**src/rtl/led_rec_pkg.sv**
```systemverilog
// Shared constants and the event record layout for the LED event recorder.
package led_rec_pkg;
    localparam int LED_W_DEF = 5;
    localparam int TS_W_DEF  = 16;
    localparam int DEPTH_DEF = 8;

    localparam logic [7:0] DROP_MAX = 8'hFF;

    typedef struct packed {
        logic [TS_W_DEF-1:0]  ts;
        logic [LED_W_DEF-1:0] leds;
    } led_event_t;
endpackage

```
**src/rtl/led_event_recorder_if.sv**
```systemverilog
// Event drain handshake: producer presents {timestamp, leds}, consumer acks with ready.
interface led_event_recorder_if #(parameter int W = 21) ();
    logic [W-1:0] ev_data;
    logic         ev_valid;
    logic         ev_ready;

    modport master (output ev_data, output ev_valid, input ev_ready);
    modport slave  (input ev_data, input ev_valid, output ev_ready);
endinterface

```
**src/rtl/led_rec_fifo.sv**
```systemverilog
// Show-ahead FIFO; head output holds its last shown value while empty (0 after reset).
module led_rec_fifo #(
    parameter int W     = 21,
    parameter int DEPTH = 8
) (
    input  logic                       clk,
    input  logic                       rst,
    input  logic                       push,
    input  logic [W-1:0]               din,
    input  logic                       pop,
    output logic [W-1:0]               dout,
    output logic                       full,
    output logic                       empty,
    output logic [$clog2(DEPTH):0]     count
);
    localparam int AW = $clog2(DEPTH);

    logic [W-1:0]  mem [DEPTH];
    logic [AW-1:0] wr_ptr, rd_ptr;
    logic [W-1:0]  last_q;
    logic          wr_en, rd_en;

    assign full  = (count == (AW+1)'(DEPTH));
    assign empty = (count == '0);
    // A pop on the same edge frees the slot, so a full FIFO still accepts.
    assign wr_en = push && (!full || pop);
    assign rd_en = pop && !empty;
    assign dout  = empty ? last_q : mem[rd_ptr];

    always_ff @(posedge clk) begin
        if (wr_en) mem[wr_ptr] <= din;
    end

    always_ff @(posedge clk) begin
        if (rst) begin
            wr_ptr <= '0;
            rd_ptr <= '0;
            count  <= '0;
            last_q <= '0;
        end else begin
            if (wr_en) wr_ptr <= wr_ptr + 1'b1;
            if (rd_en) rd_ptr <= rd_ptr + 1'b1;
            unique case ({wr_en, rd_en})
                2'b10:   count <= count + 1'b1;
                2'b01:   count <= count - 1'b1;
                default: count <= count;
            endcase
            if (!empty) last_q <= mem[rd_ptr];
        end
    end
endmodule

```
**src/rtl/led_event_recorder.sv**
```systemverilog
// Timestamps every change on the LED lines into a FIFO drained over valid/ready.
// Optional: define LED_REC_SYNC_EN to put a 2-flop synchronizer on led_in.
module led_event_recorder
    import led_rec_pkg::*;
#(
    parameter int LED_W = LED_W_DEF,
    parameter int TS_W  = TS_W_DEF,
    parameter int DEPTH = DEPTH_DEF
) (
    input  logic                  clk,
    input  logic                  rst,
    input  logic [LED_W-1:0]      led_in,
    led_event_recorder_if.master  ev,
    output logic                  overflow,
    output logic [7:0]            drop_cnt,
    input  logic                  clr_ovf
);
    localparam int EW = TS_W + LED_W;

    logic [TS_W-1:0]        ts;
    logic [LED_W-1:0]       led_prev, led_cmp;
    logic                   change, pop, drop, full, empty;
    logic [EW-1:0]          head;
    logic [$clog2(DEPTH):0] count;

`ifdef LED_REC_SYNC_EN
    logic [LED_W-1:0] sync1, sync2;

    always_ff @(posedge clk) begin
        if (rst) begin
            sync1 <= '0;
            sync2 <= '0;
        end else begin
            sync1 <= led_in;
            sync2 <= sync1;
        end
    end
    assign led_cmp = sync2;
`else
    assign led_cmp = led_in;
`endif

    assign change = (led_cmp != led_prev);
    assign pop    = ev.ev_valid && ev.ev_ready;
    assign drop   = change && full && !pop;

    always_ff @(posedge clk) begin
        if (rst) begin
            ts       <= '0;
            led_prev <= '0;
        end else begin
            ts       <= ts + 1'b1;
            led_prev <= led_cmp;
        end
    end

    // Clear beats a simultaneous drop.
    always_ff @(posedge clk) begin
        if (rst || clr_ovf) begin
            overflow <= 1'b0;
            drop_cnt <= '0;
        end else if (drop) begin
            overflow <= 1'b1;
            if (drop_cnt != DROP_MAX) drop_cnt <= drop_cnt + 1'b1;
        end
    end

    led_rec_fifo #(.W(EW), .DEPTH(DEPTH)) u_fifo (
        .clk   (clk),
        .rst   (rst),
        .push  (change),
        .din   ({ts, led_cmp}),
        .pop   (pop),
        .dout  (head),
        .full  (full),
        .empty (empty),
        .count (count)
    );

    assign ev.ev_data  = head;
    assign ev.ev_valid = !empty;
endmodule

```
**src/flat_wrapper.sv**
```systemverilog
// flat-port wrapper written by rule: the top's interface ports become plain ports
module led_event_recorder_flat import led_rec_pkg::*;
#(
    parameter int LED_W = LED_W_DEF,
    parameter int TS_W  = TS_W_DEF,
    parameter int DEPTH = DEPTH_DEF
)
  (clk, rst, led_in, overflow, drop_cnt, clr_ovf, ev_ev_data, ev_ev_valid, ev_ev_ready);
  led_event_recorder_if #(.W(((16) + (5)))) ev_i ();
  input  logic clk;
  input  logic rst;
  input  logic [LED_W-1:0] led_in;
  output logic overflow;
  output logic [7:0] drop_cnt;
  input  logic clr_ovf;
  output wire logic [$bits(ev_i.ev_data)-1:0] ev_ev_data;
  output wire logic [$bits(ev_i.ev_valid)-1:0] ev_ev_valid;
  input wire logic [$bits(ev_i.ev_ready)-1:0] ev_ev_ready;
  assign ev_ev_data = ev_i.ev_data;
  assign ev_ev_valid = ev_i.ev_valid;
  assign ev_i.ev_ready = ev_ev_ready;
  led_event_recorder #(.LED_W(LED_W), .TS_W(TS_W), .DEPTH(DEPTH)) u_core (.clk(clk), .rst(rst), .led_in(led_in), .ev(ev_i), .overflow(overflow), .drop_cnt(drop_cnt), .clr_ovf(clr_ovf));
endmodule
```
**config.mk**
```make
export PLATFORM = sky130hd
export DESIGN_NAME = led_event_recorder_flat
export DESIGN_NICKNAME = d
export VERILOG_FILES = /design/src/rtl/led_rec_pkg.sv /design/src/rtl/led_event_recorder_if.sv /design/src/rtl/led_rec_fifo.sv /design/src/rtl/led_event_recorder.sv /design/src/flat_wrapper.sv
export SDC_FILE = /design/constraint.sdc
export NUM_CORES = 1
export LEC_CHECK = 0
export ABC_AREA = 1
export BUFFER_PORTS_ARGS = -buffer_cell sky130_fd_sc_hd__buf_2
export CORE_MARGIN = 2
export CORE_UTILIZATION = 45
export CTS_BUF_LIST = sky130_fd_sc_hd__clkbuf_4 sky130_fd_sc_hd__clkbuf_8
export CTS_CLUSTER_SIZE = 16
export DETAILED_ROUTE_END_ITERATION = 7
export PLACE_DENSITY = 0.64
export SYNTH_ARGS = -nofsm -noshare
export SYNTH_HDL_FRONTEND = slang
export SYNTH_SLANG_ARGS = --single-unit
```
**constraint.sdc**
```tcl
create_clock -name clk -period 2.7 [get_ports clk]
set_clock_uncertainty 0.1 [all_clocks]
set_input_delay 0.27 -clock clk [delete_from_list [all_inputs] [get_ports clk]]
set_output_delay 0.27 -clock clk [all_outputs]
set_load 0.03 [all_outputs]
```
; ---- Yosys cells after proc, flatten, opt, wreduce, memory -nomap -nowiden
; Memories as Yosys holds them, arrays and structs flattened. A register that Yosys moved wholly into a read port is not among the register bits.
; Cells that the tools add are included.
[totals]
reg_bits = 61
word_cells = 39
output_inout_bits = 31
in_bits = 9
mem_count = 1
mem_bits_rw = 168
[memory_table]
columns = name, words, word_bits, read_ports, rd_clocked_by_memory_dff, write_ports, line
row1 = u_core.u_fifo.mem, 8, 21, 1, 1, 1, led_rec_fifo.sv:18  ; logic [W-1:0] mem [DEPTH];
[classes]
n_mux = 6
eq_ne = 5
n_reduce_logical = 13
add_sub_neg = 6
[ops]
columns = cell, n
row1 = $mux W21, 1
row2 = $add A16 B1 Y16 const B, 1
row3 = $add A8 B1 Y8 const B, 1
row4 = $ne A8 B8 Y1 const B, 1
row5 = $pmux W4 S2, 1
row6 = $add A3 B1 Y3 const B, 2
row7 = $mux W3, 2
row8 = $logic_and A1 B1 Y1, 5
row9 = $ne A5 B5 Y1, 1
row10 = $add A4 B1 Y4 const B, 1
row11 = $eq A4 B4 Y1 const B, 1
row12 = $logic_not A4 Y1, 1
row13 = $sub A4 B1 Y4 const B, 1
row14 = $logic_not A1 Y1, 3
row15 = $eq A2 B1 Y1 const B, 1
row16 = $eq A2 B2 Y1 const B, 1
row17 = $logic_or A1 B1 Y1, 2
row18 = $mux W1, 2
row19 = $reduce_and A2 Y1, 1
row20 = $reduce_bool A2 Y1, 1

; ---- Longest topological paths before layout
[logic_depth]
ltp_word = 7
ltp_mapped = 12
mapped_depth_nobuf = 12

; ---- By module
; From an unflattened synthesis, not the netlist that was laid out.
[hier_totals]
hier_cells = 1076
area_unflattened_um2 = 9963.3
[modules_own_cells]
columns = mod, n_inst, seq_area_each_um2, cells_each, area_each_um2
row1 = led_rec_fifo, 1, 5725.5, 852, 8470.6
row2 = led_event_recorder, 1, 600.6, 224, 1492.7

; ---- Worst setup path after synthesis
; Ideal clock, no wire load.
[synth_path]
path_kind = register to register
start = reg u_core.led_prev[4]
end = mem u_core.u_fifo.mem[0][0], enable pin
period_less_slack_ns = 2.444
path_stages_with_launch = 9
path_buffers = 0
arrival_ns = 1.945
setup_time_ns = 0.399
setup_slack_ns = 0.256
required_ns = 2.201
path_cell_list = dfxtp_1 inv_1 nand2_1 nand2_1 nor2_1 nand3_1 nand2_2 or2_2 nor2_1
[synth_between]
elab_chain_cells = 4
[synth_lines]
columns = item, line
row1 = from (decl), led_event_recorder.sv:21  ; logic [LED_W-1:0] led_prev, led_cmp;
row2 = from (signal assigned), led_event_recorder.sv:53  ; led_prev <= led_cmp;
row3 = $ne A5 B5 Y1, led_event_recorder.sv:43  ; assign change = (led_cmp != led_prev);
row4 = $logic_and A1 B1 Y1, led_rec_fifo.sv:26  ; assign wr_en = push && (!full || pop);
row5 = $mux W1, led_rec_fifo.sv:31  ; if (wr_en) mem[wr_ptr] <= din;
row6 = $mux W1 (not written as such), led_rec_fifo.sv:31
row7 = to (decl), led_rec_fifo.sv:18
; Every way passes these cells.

==> summary by stage <==
Run status
The flow ran to the end, and the final reports show no timing, DRC or antenna violations.

Floorplan
The die covers 21900 sq um. The core region is 20300 sq um. The starting density of the core is 46.0%. The die extent in y is 148 um. Row generation in the floorplan step produced 52 rows. Pin placement for this block handled 40 I/O pins. In this run the horizontal extent of the chip is 148 um.

Global route
The number of global-route vias before repair is 6110. The number of antenna violations at the first check in global routing came to 0. Entering global routing, the biggest net connects 85 pins.

The total global-route track usage is 19.1%. The first global-routing pass estimated 32600 um of wire. The overall overflow remaining after global route is 0.

Pwr
For this design the ratio of total power to cell area is 980 nW/um^2. The switching fraction of total power is 35.1%. Power comes to 10.6 mW.

Summed over all nets, the switching power comes to 3.72 mW. The internal power of the cells is 6.90 mW. The sequential cell fraction of total power is 40.7%. Of the total power, combinational logic draws 29.9%. The analysis attributes to cell leakage a power of 4.10 nW.

Across the VDD grid, the largest voltage drop is 0.390 mV. In this run, the clock network consumes 29.4% of the power.

Routing
The pre-antenna-repair detailed-routing pass consisted of 5 iterations. Dividing the detail-routed via count by the number of cells gives 5.19. The antenna violation net count after detailed routing is 0. Across all layers, the routed design uses 6438 vias. The number of DRC markers after the initial detailed-route iteration is 427.

After detailed routing, the average wire length per cell comes to 16.6 um. In the routed design, unresolved DRC markers number 0. The aggregate routed wire length is 20500 um.

Critical path
For flop-to-flop paths, the worst setup slack is 520 ps. The type of destination of the critical path is an output port. STA puts the critical path data required time at 2330 ps. The kind of launch point of the worst setup path is a register.

The critical path in this run is classified as reg -> out. Data on the critical path arrives at its endpoint at 2110 ps. The largest driver fanout on the critical path is 28.

Placed design
Summed over all nets, the half-perimeter wirelength after detailed placement is 12300 um. The routability congestion estimate from global placement is 0.807. In this run the tool buffered the top-level ports with 39 buffer cells. Summing all placed instances gives a cell area of 9980 sq um.

Clock tree
Clock tree synthesis selected as its root buffer the cell sky130_fd_sc_hd__clkbuf_8. Clock-pin slew was measured on the worst setup and hold paths at 60 ps. At the later pin of the worst-skew pair, clock insertion delay measures 530 ps. For this design, the sink count on the clock tree is 232. The number of levels in the clock H-tree is 2. TritonCTS built the clock tree. The maximum clock path buffer count is 3. The number of clock buffers inserted by TritonCTS is 40. Buffers added to address setup during post-CTS repair amount to 0.

STA
The routed design could run at a clock period as short as 2480 ps. The slew at the pin closest to its max-slew limit is 539 ps. The number of max-slew violations in the final report is 0.

Hold is met by 75.3 ps. The total negative slack for setup checks is 0 ps. The final critical path takes up 92.0% of the cycle. The final count of hold timing violations is 0. Setup violations remaining at the end of the flow were counted as 0. In this run the tightest slew margin relative to its limit is 64.1%. Derived from the worst setup path, the maximum achievable clock frequency is 0.402 GHz. Setup repair after global routing left no endpoint under its margin.

Finish
The number of antenna diodes in the final layout is 0. The final design instance area without fill is 10800 sq um. Fill cells in the final layout number 1786. In the final layout, the multi-input gates occupy 2620 sq um. The post-route netlist has 16.3% of its cells at a drive strength greater than 1. The total number of nets in the final design is 957. The area growth from synthesis to layout is 16.1%. The footprint of the flip-flops and latches is 6330 sq um. Once layout is complete, the utilization of the core stands at 53.4%.

Yosys
For this run, the number of Yosys warnings is 0. The number of different library cells used by synthesis comes to 27. Synthesis produced a netlist whose cell count is 862. The cell area that synthesis handed to floorplanning was 9340 sq um.

Synthesis produced a netlist with a net count of 878. The post-synthesis average cell area is 10.8 sq um. The sequential fraction of the synthesis area is 67.7%. Counting flops and latches in the post-synthesis netlist gives 232.

Job
Max-cap violations in this run came to 0.

Min path
The class of the most critical hold timing path is in -> reg.
-- layer usage --
layer	up-vias	global-route usage, %	wire length, um
li1	3165	-	-
met5	-	0	0
met3	36	3.40	1070
met2	161	31.1	9620
met4	0	6.19	416
met1	3076	26.3	9440
-- flip-flops by register name, indices dropped and copies added (netlist names), named ones only --
name                  flops
u_core.overflow           1
u_core.led_prev           5
u_core.drop_cnt           8
u_core.u_fifo.mem       168
u_core.u_fifo.count       4
u_core.u_fifo.last_q     21
u_core.ts                16
u_core.u_fifo.wr_ptr      3
u_core.u_fifo.rd_ptr      3
-- Yosys cell counts --
cell                       number  share of area [%]
sky130_fd_sc_hd__nor2_1       179                7.2
sky130_fd_sc_hd__edfxtp_1     168                 54
sky130_fd_sc_hd__nand2_1      103                4.1
sky130_fd_sc_hd__o21ai_0       82                4.4
sky130_fd_sc_hd__dfxtp_1       64                 14
sky130_fd_sc_hd__inv_1         46                1.8
sky130_fd_sc_hd__a21oi_1       43                2.3
sky130_fd_sc_hd__o211ai_1      42                3.4
sky130_fd_sc_hd__nand3_1       35                1.9
sky130_fd_sc_hd__buf_2         17               0.91
sky130_fd_sc_hd__o21ai_1       17               0.91
sky130_fd_sc_hd__clkbuf_1      16               0.64
sky130_fd_sc_hd__nand4_1       10               0.67
sky130_fd_sc_hd__xor2_1         9               0.84
sky130_fd_sc_hd__ha_1           7               0.94
sky130_fd_sc_hd__buf_6          5               0.60
sky130_fd_sc_hd__buf_4          4               0.32
sky130_fd_sc_hd__nor3_1         3               0.16
sky130_fd_sc_hd__nand2_2        2               0.13
sky130_fd_sc_hd__nor3_2         2               0.21
sky130_fd_sc_hd__xnor2_1        2               0.19
sky130_fd_sc_hd__and2_1         1              0.067
sky130_fd_sc_hd__inv_2          1              0.040
sky130_fd_sc_hd__nand3_4        1               0.19
sky130_fd_sc_hd__nand3b_1       1              0.080
sky130_fd_sc_hd__nand4_2        1               0.13
sky130_fd_sc_hd__or2_2          1              0.067
-- cells in the final DEF, fill, tap and decap left out, types with 7 or more instances in the layout --
master	netlist	routed
sky130_fd_sc_hd__a21oi_1	43	43
sky130_fd_sc_hd__buf_2	17	39
sky130_fd_sc_hd__buf_4	4	29
sky130_fd_sc_hd__clkbuf_4	0	18
sky130_fd_sc_hd__clkbuf_8	0	45
sky130_fd_sc_hd__dfxtp_1	64	62
sky130_fd_sc_hd__edfxtp_1	168	168
sky130_fd_sc_hd__ha_1	7	7
sky130_fd_sc_hd__inv_1	46	45
sky130_fd_sc_hd__nand2_1	103	103
sky130_fd_sc_hd__nand3_1	35	35
sky130_fd_sc_hd__nand4_1	10	10
sky130_fd_sc_hd__nor2_1	179	171
sky130_fd_sc_hd__nor2_2	0	8
sky130_fd_sc_hd__o211ai_1	42	42
sky130_fd_sc_hd__o21ai_0	82	82
sky130_fd_sc_hd__o21ai_1	17	17
sky130_fd_sc_hd__xor2_1	9	9
-- per-stage QoR --
stage	setup slack (ps)	std cells
CTS	167	1241
finish	215	1241
detailed placement	505	1163
global placement	562	1163
global route	5.21	1241
floorplan	256	862
-- path summary, 6_finish.rpt --
path	start	end	cells past startpoint
max	register	ev_ev_data[18]	8
min	ev_ev_ready	u_core.u_fifo.rd_ptr[1]	4
max reg2reg	u_core.u_fifo.count[0]	u_core.u_fifo.count[2]	10
min reg2reg	u_core.u_fifo.rd_ptr[2]	u_core.u_fifo.rd_ptr[2]	2
-- power groups by stage --
stage,registers (mW),clock network [mW],logic [mW]
5_1_grt,4.36,3.36,3.51
2_1_floorplan,4.37,0,2.22
6_report,4.33,3.12,3.18
4_1_cts,4.33,3.19,3.22
3_5_place_dp,4.40,0,3.21
3_3_place_gp,4.39,0,3.16
-- cell families after synthesis --
group / after synthesis / share of synthesized area [%]
compound gates: 184 / 11.0
xor+xnor: 11 / 1.03
fa+ha+maj: 7 / 0.938
buf+inv: 89 / 4.37
flops: 232 / 67.7
simple gates: 339 / 14.9
-- cell type report --
class / count / area share, %
Timing Repair Buffer: 79 / 5.29
Inverter: 47 / 1.63
Clock inverter: 9 / 0.427
Clock buffer: 63 / 6.96
Sequential cell: 232 / 58.4
Multi-Input combinational cell: 541 / 24.2
Tap cell: 270 / 3.12
-- worst max-delay path, cell delays in order, from the launching register on --
cell,delay [ps]
sky130_fd_sc_hd__dfxtp_2,400
sky130_fd_sc_hd__buf_4,330
sky130_fd_sc_hd__nor2_1,90
sky130_fd_sc_hd__nor2_1,90
sky130_fd_sc_hd__o21ai_1,80
sky130_fd_sc_hd__o211ai_1,90
sky130_fd_sc_hd__nand3_1,200
sky130_fd_sc_hd__nand2_1,110
sky130_fd_sc_hd__buf_2,190
-- timing repair --
action | in CTS | in global routing
gates resized for setup | 0 | 1
endpoints found under the hold margin | 47 | 0
setup endpoints to repair | 0 | 7
hold buffers | 6 | 0
No activity file was read; power rests on OpenSTA's default activity.
